`src/rtl/uart_bit_serializer_pkg.sv`:
```
// Shared constants for the UART bit serializer: default word width,
// FSM state encoding and a width helper used for the per-bit hold counter.
package uart_pkg;

    localparam int DATA_W_DEF = 8;

    localparam logic [0:0] ST_IDLE  = 1'b0;
    localparam logic [0:0] ST_SHIFT = 1'b1;

    // A one-cycle bit still needs a 1-bit counter so that the declaration stays legal
    function automatic int hold_width(input int cycles);
        return (cycles > 1) ? $clog2(cycles) : 1;
    endfunction

endpackage

```
`src/rtl/uart_bit_serializer_if.sv`:
```
// Word input handshake plus serial output bundle of the serializer.
// master = word source / observer, slave = the serializer itself.
interface uart_bit_serializer_if
    import uart_pkg::*;
#(
    parameter int DATA_W = DATA_W_DEF
) ();

    logic [DATA_W-1:0] in_data;
    logic              in_valid;
    logic              in_ready;
    logic              signal;
    logic              busy;
    logic              word_start;

    modport master (
        output in_data,
        output in_valid,
        input  in_ready,
        input  signal,
        input  busy,
        input  word_start
    );

    modport slave (
        input  in_data,
        input  in_valid,
        output in_ready,
        output signal,
        output busy,
        output word_start
    );

endinterface

```
`src/rtl/uart_sync_fifo.sv`:
```
// Small synchronous FIFO with naturally wrapping pointers and an
// occupancy counter one bit wider than the pointers.
module uart_sync_fifo #(
    parameter int WIDTH = 8,
    parameter int DEPTH = 4
) (
    input  logic                   clk,
    input  logic                   reset,
    input  logic                   push,
    input  logic [WIDTH-1:0]       push_data,
    input  logic                   pop,
    output logic [WIDTH-1:0]       pop_data,
    output logic                   full,
    output logic                   empty,
    output logic [$clog2(DEPTH):0] count
);

    localparam int AW = $clog2(DEPTH);
    localparam int CW = AW + 1;
    localparam logic [CW-1:0] CNT_FULL = CW'(DEPTH);

    logic [WIDTH-1:0] mem_r [DEPTH];
    logic [AW-1:0]    wr_ptr_r;
    logic [AW-1:0]    rd_ptr_r;
    logic [CW-1:0]    count_r;
    logic             push_ok_s;
    logic             pop_ok_s;

    assign push_ok_s = push & ~full;
    assign pop_ok_s  = pop & ~empty;
    assign full      = (count_r == CNT_FULL);
    assign empty     = (count_r == {CW{1'b0}});
    assign count     = count_r;
    assign pop_data  = mem_r[rd_ptr_r];

    // Storage needs no reset: the counter decides which entries are live
    always_ff @(posedge clk) begin
        if (push_ok_s) begin
            mem_r[wr_ptr_r] <= push_data;
        end
    end

    // Pointer and occupancy bookkeeping; simultaneous push and pop keeps count
    always_ff @(posedge clk or negedge reset) begin
        if (!reset) begin
            wr_ptr_r <= {AW{1'b0}};
            rd_ptr_r <= {AW{1'b0}};
            count_r  <= {CW{1'b0}};
        end else begin
            if (push_ok_s) begin
                wr_ptr_r <= wr_ptr_r + AW'(1);
            end
            if (pop_ok_s) begin
                rd_ptr_r <= rd_ptr_r + AW'(1);
            end
            case ({push_ok_s, pop_ok_s})
                2'b10:   count_r <= count_r + CW'(1);
                2'b01:   count_r <= count_r - CW'(1);
                default: count_r <= count_r;
            endcase
        end
    end

endmodule

```
`src/rtl/uart_sync_fifo_chk.sv`:
```
// Simulation-only invariants for the serializer's word FIFO.
// Bound inside the serializer so they follow every instance.
module uart_sync_fifo_chk #(
    parameter int DEPTH = 4,
    parameter int CW    = 3
) (
    input logic          clk,
    input logic          reset,
    input logic          push,
    input logic          pop,
    input logic          full,
    input logic          empty,
    input logic [CW-1:0] count
);

    // The FSM only pops after it has seen a non-empty FIFO
    a_no_pop_empty: assert property (@(posedge clk) disable iff (!reset) !(pop && empty));

    a_no_push_full: assert property (@(posedge clk) disable iff (!reset) !(push && full));

    a_count_range: assert property (@(posedge clk) disable iff (!reset) (count <= CW'(DEPTH)));

endmodule

```
`src/rtl/uart_bit_serializer.sv`:
```
// Parallel-to-serial feeder: buffers words and shifts them out MSB-first,
// back-to-back while words are queued, idling at 0 otherwise.
module uart_bit_serializer
    import uart_pkg::*;
#(
    parameter int DATA_W     = DATA_W_DEF,
    parameter int FIFO_DEPTH = 4,
    parameter int BIT_CYCLES = 1
) (
    input logic                  clk,
    input logic                  reset,
    uart_bit_serializer_if.slave bus
);

    localparam int BW = $clog2(DATA_W);
    localparam int HW = hold_width(BIT_CYCLES);
    localparam int CW = $clog2(FIFO_DEPTH) + 1;
    localparam logic [BW-1:0] BIT_LAST  = BW'(DATA_W - 1);
    localparam logic [HW-1:0] HOLD_LAST = HW'(BIT_CYCLES - 1);

    logic [0:0]        state_r;
    logic [0:0]        state_s;
    logic [DATA_W-1:0] shreg_r;
    logic [DATA_W-1:0] shreg_s;
    logic [BW-1:0]     bit_idx_r;
    logic [BW-1:0]     bit_idx_s;
    logic [HW-1:0]     hold_cnt_r;
    logic [HW-1:0]     hold_cnt_s;
    logic              signal_r;
    logic              signal_s;
    logic              busy_r;
    logic              busy_s;
    logic              word_start_r;
    logic              word_start_s;
    logic              ready_en_r;
    logic              in_ready_s;
    logic              push_s;
    logic              pop_s;
    logic              load_s;
    logic              full_s;
    logic              empty_s;
    logic [DATA_W-1:0] head_s;
    logic [CW-1:0]     count_s;

    // Ready depends only on registered FIFO state, never on this cycle's pop
    assign in_ready_s     = ready_en_r & ~full_s;
    assign push_s         = bus.in_valid & in_ready_s;
    assign bus.in_ready   = in_ready_s;
    assign bus.signal     = signal_r;
    assign bus.busy       = busy_r;
    assign bus.word_start = word_start_r;

    uart_sync_fifo #(
        .WIDTH (DATA_W),
        .DEPTH (FIFO_DEPTH)
    ) u_fifo (
        .clk       (clk),
        .reset     (reset),
        .push      (push_s),
        .push_data (bus.in_data),
        .pop       (pop_s),
        .pop_data  (head_s),
        .full      (full_s),
        .empty     (empty_s),
        .count     (count_s)
    );

    uart_sync_fifo_chk #(
        .DEPTH (FIFO_DEPTH),
        .CW    (CW)
    ) u_fifo_chk (
        .clk   (clk),
        .reset (reset),
        .push  (push_s),
        .pop   (pop_s),
        .full  (full_s),
        .empty (empty_s),
        .count (count_s)
    );

    // Next-state logic: hold each bit, advance on hold wrap, chain words with no gap
    always_comb begin
        state_s      = state_r;
        shreg_s      = shreg_r;
        bit_idx_s    = bit_idx_r;
        hold_cnt_s   = hold_cnt_r;
        signal_s     = signal_r;
        busy_s       = busy_r;
        word_start_s = 1'b0;
        load_s       = 1'b0;
        pop_s        = 1'b0;

        case (state_r)
            ST_IDLE: begin
                if (!empty_s) begin
                    load_s = 1'b1;
                end else begin
                    signal_s = 1'b0;
                    busy_s   = 1'b0;
                end
            end
            ST_SHIFT: begin
                if (hold_cnt_r != HOLD_LAST) begin
                    hold_cnt_s = hold_cnt_r + HW'(1);
                end else begin
                    hold_cnt_s = {HW{1'b0}};
                    if (bit_idx_r != BIT_LAST) begin
                        shreg_s   = {shreg_r[DATA_W-2:0], 1'b0};
                        signal_s  = shreg_r[DATA_W-2];
                        bit_idx_s = bit_idx_r + BW'(1);
                    end else if (!empty_s) begin
                        load_s = 1'b1;
                    end else begin
                        signal_s = 1'b0;
                        busy_s   = 1'b0;
                        state_s  = ST_IDLE;
                    end
                end
            end
            default: begin
                signal_s = 1'b0;
                busy_s   = 1'b0;
                state_s  = ST_IDLE;
            end
        endcase

        if (load_s) begin
            pop_s        = 1'b1;
            shreg_s      = head_s;
            signal_s     = head_s[DATA_W-1];
            busy_s       = 1'b1;
            word_start_s = 1'b1;
            bit_idx_s    = {BW{1'b0}};
            hold_cnt_s   = {HW{1'b0}};
            state_s      = ST_SHIFT;
        end else begin
            pop_s = 1'b0;
        end
    end

    // FSM, shift register and registered outputs; reset drops signal at once
    always_ff @(posedge clk or negedge reset) begin
        if (!reset) begin
            state_r      <= ST_IDLE;
            shreg_r      <= {DATA_W{1'b0}};
            bit_idx_r    <= {BW{1'b0}};
            hold_cnt_r   <= {HW{1'b0}};
            signal_r     <= 1'b0;
            busy_r       <= 1'b0;
            word_start_r <= 1'b0;
        end else begin
            state_r      <= state_s;
            shreg_r      <= shreg_s;
            bit_idx_r    <= bit_idx_s;
            hold_cnt_r   <= hold_cnt_s;
            signal_r     <= signal_s;
            busy_r       <= busy_s;
            word_start_r <= word_start_s;
        end
    end

    // Keeps in_ready low until the first edge after reset release
    always_ff @(posedge clk or negedge reset) begin
        if (!reset) begin
            ready_en_r <= 1'b0;
        end else begin
            ready_en_r <= 1'b1;
        end
    end

endmodule

```
`src/flat_wrapper.sv`:
```
// flat-port wrapper written by rule: the top's interface ports become plain ports
module uart_bit_serializer_flat import uart_pkg::*;
#(
    parameter int DATA_W     = DATA_W_DEF,
    parameter int FIFO_DEPTH = 4,
    parameter int BIT_CYCLES = 1
)
  (clk, reset, bus_in_data, bus_in_valid, bus_in_ready, bus_signal, bus_busy, bus_word_start);
  uart_bit_serializer_if #(.DATA_W(DATA_W)) bus_i ();
  input logic clk;
  input logic reset;
  input wire logic [$bits(bus_i.in_data)-1:0] bus_in_data;
  input wire logic [$bits(bus_i.in_valid)-1:0] bus_in_valid;
  output wire logic [$bits(bus_i.in_ready)-1:0] bus_in_ready;
  output wire logic [$bits(bus_i.signal)-1:0] bus_signal;
  output wire logic [$bits(bus_i.busy)-1:0] bus_busy;
  output wire logic [$bits(bus_i.word_start)-1:0] bus_word_start;
  assign bus_i.in_data = bus_in_data;
  assign bus_i.in_valid = bus_in_valid;
  assign bus_in_ready = bus_i.in_ready;
  assign bus_signal = bus_i.signal;
  assign bus_busy = bus_i.busy;
  assign bus_word_start = bus_i.word_start;
  uart_bit_serializer #(.DATA_W(DATA_W), .FIFO_DEPTH(FIFO_DEPTH), .BIT_CYCLES(BIT_CYCLES)) u_core (.clk(clk), .reset(reset), .bus(bus_i));
endmodule
```
`config.mk`:
```
export PLATFORM = sky130hd
export DESIGN_NAME = uart_bit_serializer_flat
export DESIGN_NICKNAME = d
export VERILOG_FILES = /design/src/rtl/uart_bit_serializer_pkg.sv /design/src/rtl/uart_bit_serializer_if.sv /design/src/rtl/uart_sync_fifo.sv /design/src/rtl/uart_sync_fifo_chk.sv /design/src/rtl/uart_bit_serializer.sv /design/src/flat_wrapper.sv
export SDC_FILE = /design/constraint.sdc
export NUM_CORES = 1
export LEC_CHECK = 0
export ABC_CLOCK_PERIOD_IN_PS = 4500
export BUFFER_PORTS_ARGS = -buffer_cell sky130_fd_sc_hd__buf_2
export CORE_MARGIN = 1.5
export CORE_UTILIZATION = 35
export CTS_CLUSTER_DIAMETER = 150
export DETAILED_ROUTE_END_ITERATION = 16
export GPL_TIMING_DRIVEN = 0
export PLACE_DENSITY = 0.53
export SLEW_MARGIN = 20
export SYNTH_ARGS = -nofsm -noshare
export SYNTH_HDL_FRONTEND = slang
export SYNTH_SLANG_ARGS = --single-unit
```
`constraint.sdc`:
```
create_clock -name clk -period 4.5 [get_ports clk]
set_input_delay 0.225 -clock clk [delete_from_list [all_inputs] [get_ports clk]]
set_output_delay 0.225 -clock clk [all_outputs]
set_load 0.02 [all_outputs]
```
==> run metrics <==
outcome=finished clean; Die Area=6700 um^2; number of nets in the layout=169; Rows=28; share of the synthesized area in the top cell type=44.1%; clock-pin slew on the worst setup and hold paths=0.10 ns; Post-synth EDFFs=32; worst-path fanout max=10; R2R cell count=11; leading area contributor after synthesis=edfxtp_1; largest net degree at the start of global routing=23; Syn-to-layout area delta=13.3%; Hold Violations, Final=0; first-pass GRT wire length=5.73 mm; # resized after CTS=0; antenna-violating nets left=0; clk buf depth=2; most common cell after layout, fill and taps aside=edfxtp_1; multi-input combinational cell area=612 um^2; most frequent cells in the layout=edfxtp_1, dfrtp_1, buf_2; Peak VDD IR=0.000269 V; Worst slew margin=62.5%; Total GRT Usage=12.1%; r2r setup slk=1.96 ns; Final period util=56.5%; shortest period the worst path allows=2.54 ns; Slew Limit Fails=0; Initial Utilization=36.6%; gp weighted congestion=0.774; area of placed instances=2340 um^2; clock sinks=54; GR Util met1=16.2%; iteration count of the initial detailed-routing pass=4; Clk Latency, worst-skew pair=0.30 ns; Chip Height=81.9 um; fraction of registers with async set or reset after synthesis=40.7%; Seq. cell area=1510 um^2; power per cell area=596 nW/um^2; IO buf count=14; Worst Skew=0.00689 ns; WHS=0.126 ns; RSZ-0062 raised after global routing=no; Mapped Cells=128; hold endpoint=u_core.u_fifo.mem_r[1][1]; Crit path arrival time=2.74 ns; max frequency=0.393 GHz; vias in the first global route=1117; Initial DRC Count=96; MaxCap Viol Count=0; Post-DP HPWL=2.31 mm; M3 GR Usage=3.33%; Remaining DRCs=0; drt total wl=3.41 mm; Ports=15; syn nets=147; Hold Crit Class=in -> reg; Tot Pwr=1.47 mW; Post-Syn Area=2180 um^2; startpoint type of the worst setup path=register; post-DR wirelength/cell=15.1 um; TNS Setup=0 ns; Die Width=81.9 um; core area=5960 um^2; CTS tree=built; initial antenna violation count=0; met2 usage=19.0%; share of cells above drive strength 1=21.2%; detailed-route via count=1085; CTS root buf=clkbuf_8; worst r2r dst=u_core.u_fifo.count[2]; Leakage=0.987 nW; cell area after layout=2470 um^2; Worst Setup End Kind=register; sequential element share of the synthesized area=69.4%; Setup CP Type=reg -> reg; required time worst endpoint=4.70 ns; Setup Viol. Count Final=0; Yosys cell types=29; CTS Buf Count=5; drt via density=4.80; min-delay src=bus_in_data[1]; htree depth=2; fillers=552; # diodes=0; busiest grt layer=met2; Post-Syn Area per Cell=17.0 um^2; top cells by area, synth=edfxtp_1, dfrtp_1, mux4_2, ha_1, a221o_1; FF+latch count, synth=54; GRT overflow=0; worst r2r src=u_core.bit_idx_r[0]; top_reg_cell synth=edfxtp_1; Hold Path Stages=1; Slew @ Worst Pin=0.562 ns; Ys Warns=0
-- layer usage --
layer / wire length (um) / share of wire [%]
met1: 1600 / 47
met2: 1640 / 48
met3: 125 / 3.7
met4: 48 / 1.4
met5: 0 / 0
-- area by class of cell --
cell class | instances | area share, %
Sequential cell | 54 | 61.3
Inverter | 7 | 1.06
Buffer | 5 | 1.12
Clock buffer | 5 | 2.79
Tap cell | 75 | 3.80
Clock inverter | 3 | 1.93
Timing Repair Buffer | 15 | 3.25
Multi-Input combinational cell | 62 | 24.8
-- flip-flops by register name (all words and copies together) (netlist names) --
register,flops
u_core.u_fifo.mem_r,32
u_core.shreg_r,7
u_core.bit_idx_r,3
u_core.u_fifo.count,3
u_core.u_fifo.rd_ptr_r,2
u_core.u_fifo.wr_ptr_r,2
u_core.bus.busy,1
u_core.bus.signal,1
u_core.bus.word_start,1
u_core.ready_en_r,1
u_core.state_r,1
-- repair_timing --
item / 4_1_cts / 5_1_grt
endpoints found under the hold margin: 22 / 0
buffers inserted: 0 / 0
endpoints found under the setup margin: 0 / 0
hold buffers: 1 / 0
-- worst max path at each step --
stage | start | to | slack [ns] | depth (start not counted)
final | u_core.bit_idx_r[0] | u_core.u_fifo.count[2] | 1.96 | 11
after global routing | u_core.bit_idx_r[0] | u_core.u_fifo.count[2] | 1.72 | 11
after CTS | u_core.bit_idx_r[0] | u_core.u_fifo.count[2] | 1.90 | 11
after detailed placement | u_core.bit_idx_r[0] | u_core.u_fifo.count[2] | 1.92 | 11
after global placement | u_core.bit_idx_r[0] | u_core.u_fifo.count[2] | 2.04 | 11
after floorplan | u_core.bit_idx_r[0] | u_core.u_fifo.count[2] | 2.28 | 11
-- report_power, final --
| part | leakage [nW] | internal, mW | switching, mW |
|---|---|---|---|
| Clock | 0.0587 | 0.169 | 0.162 |
| Sequential | 0.560 | 0.639 | 0.0556 |
| Combinational | 0.368 | 0.210 | 0.234 |
| Total | 0.987 | 1.02 | 0.452 |
-- cell usage after synthesis, types with 2 or more instances --
master,n
dfrtp_1,22
clkbuf_1,3
ha_1,7
mux4_2,6
o21ai_0,2
edfxtp_1,32
xor2_1,4
a221o_1,6
a22o_1,4
xnor2_1,2
inv_1,7
nor2_1,5
and3_1,6
nand2_1,2
and2_1,5
mux4_1,2
-- logic make-up after synthesis --
kind of cell               after synthesis  synth area share [%]
DFF                                     54                  69.4
AOI/OAI and AO/OA                       14                  5.40
and+or+nand+nor                         24                  6.04
xor gates and xnor gates                 6                  2.41
other                                    1                 0.172
buffers and inverters                   12                  2.47
muxes                                    9                  9.14
adders and majority gates                8                  4.94
-- worst max-delay path: stages, from the launching register on --
cell	delay [ns]
dfrtp_1	0.41
ha_1	0.20
ha_1	0.20
nor2b_1	0.23
clkbuf_1	0.40
nor2_1	0.11
ha_1	0.23
inv_1	0.10
fa_1	0.20
xor2_1	0.14
nor2_1	0.06
xor2_1	0.14
-- through the flow --
| stage | utilization, % | setup WS [ns] | std cells |
|---|---|---|---|
| finish | 41.4 | 1.96 | 226 |
| global route | 41.4 | 1.72 | 226 |
| CTS | 41.4 | 1.90 | 226 |
| detailed placement | 39.3 | 1.92 | 217 |
| global placement | 39.3 | 2.04 | 217 |
| floorplan | - | 2.28 | 128 |
(Power assumes the default switching activity.)
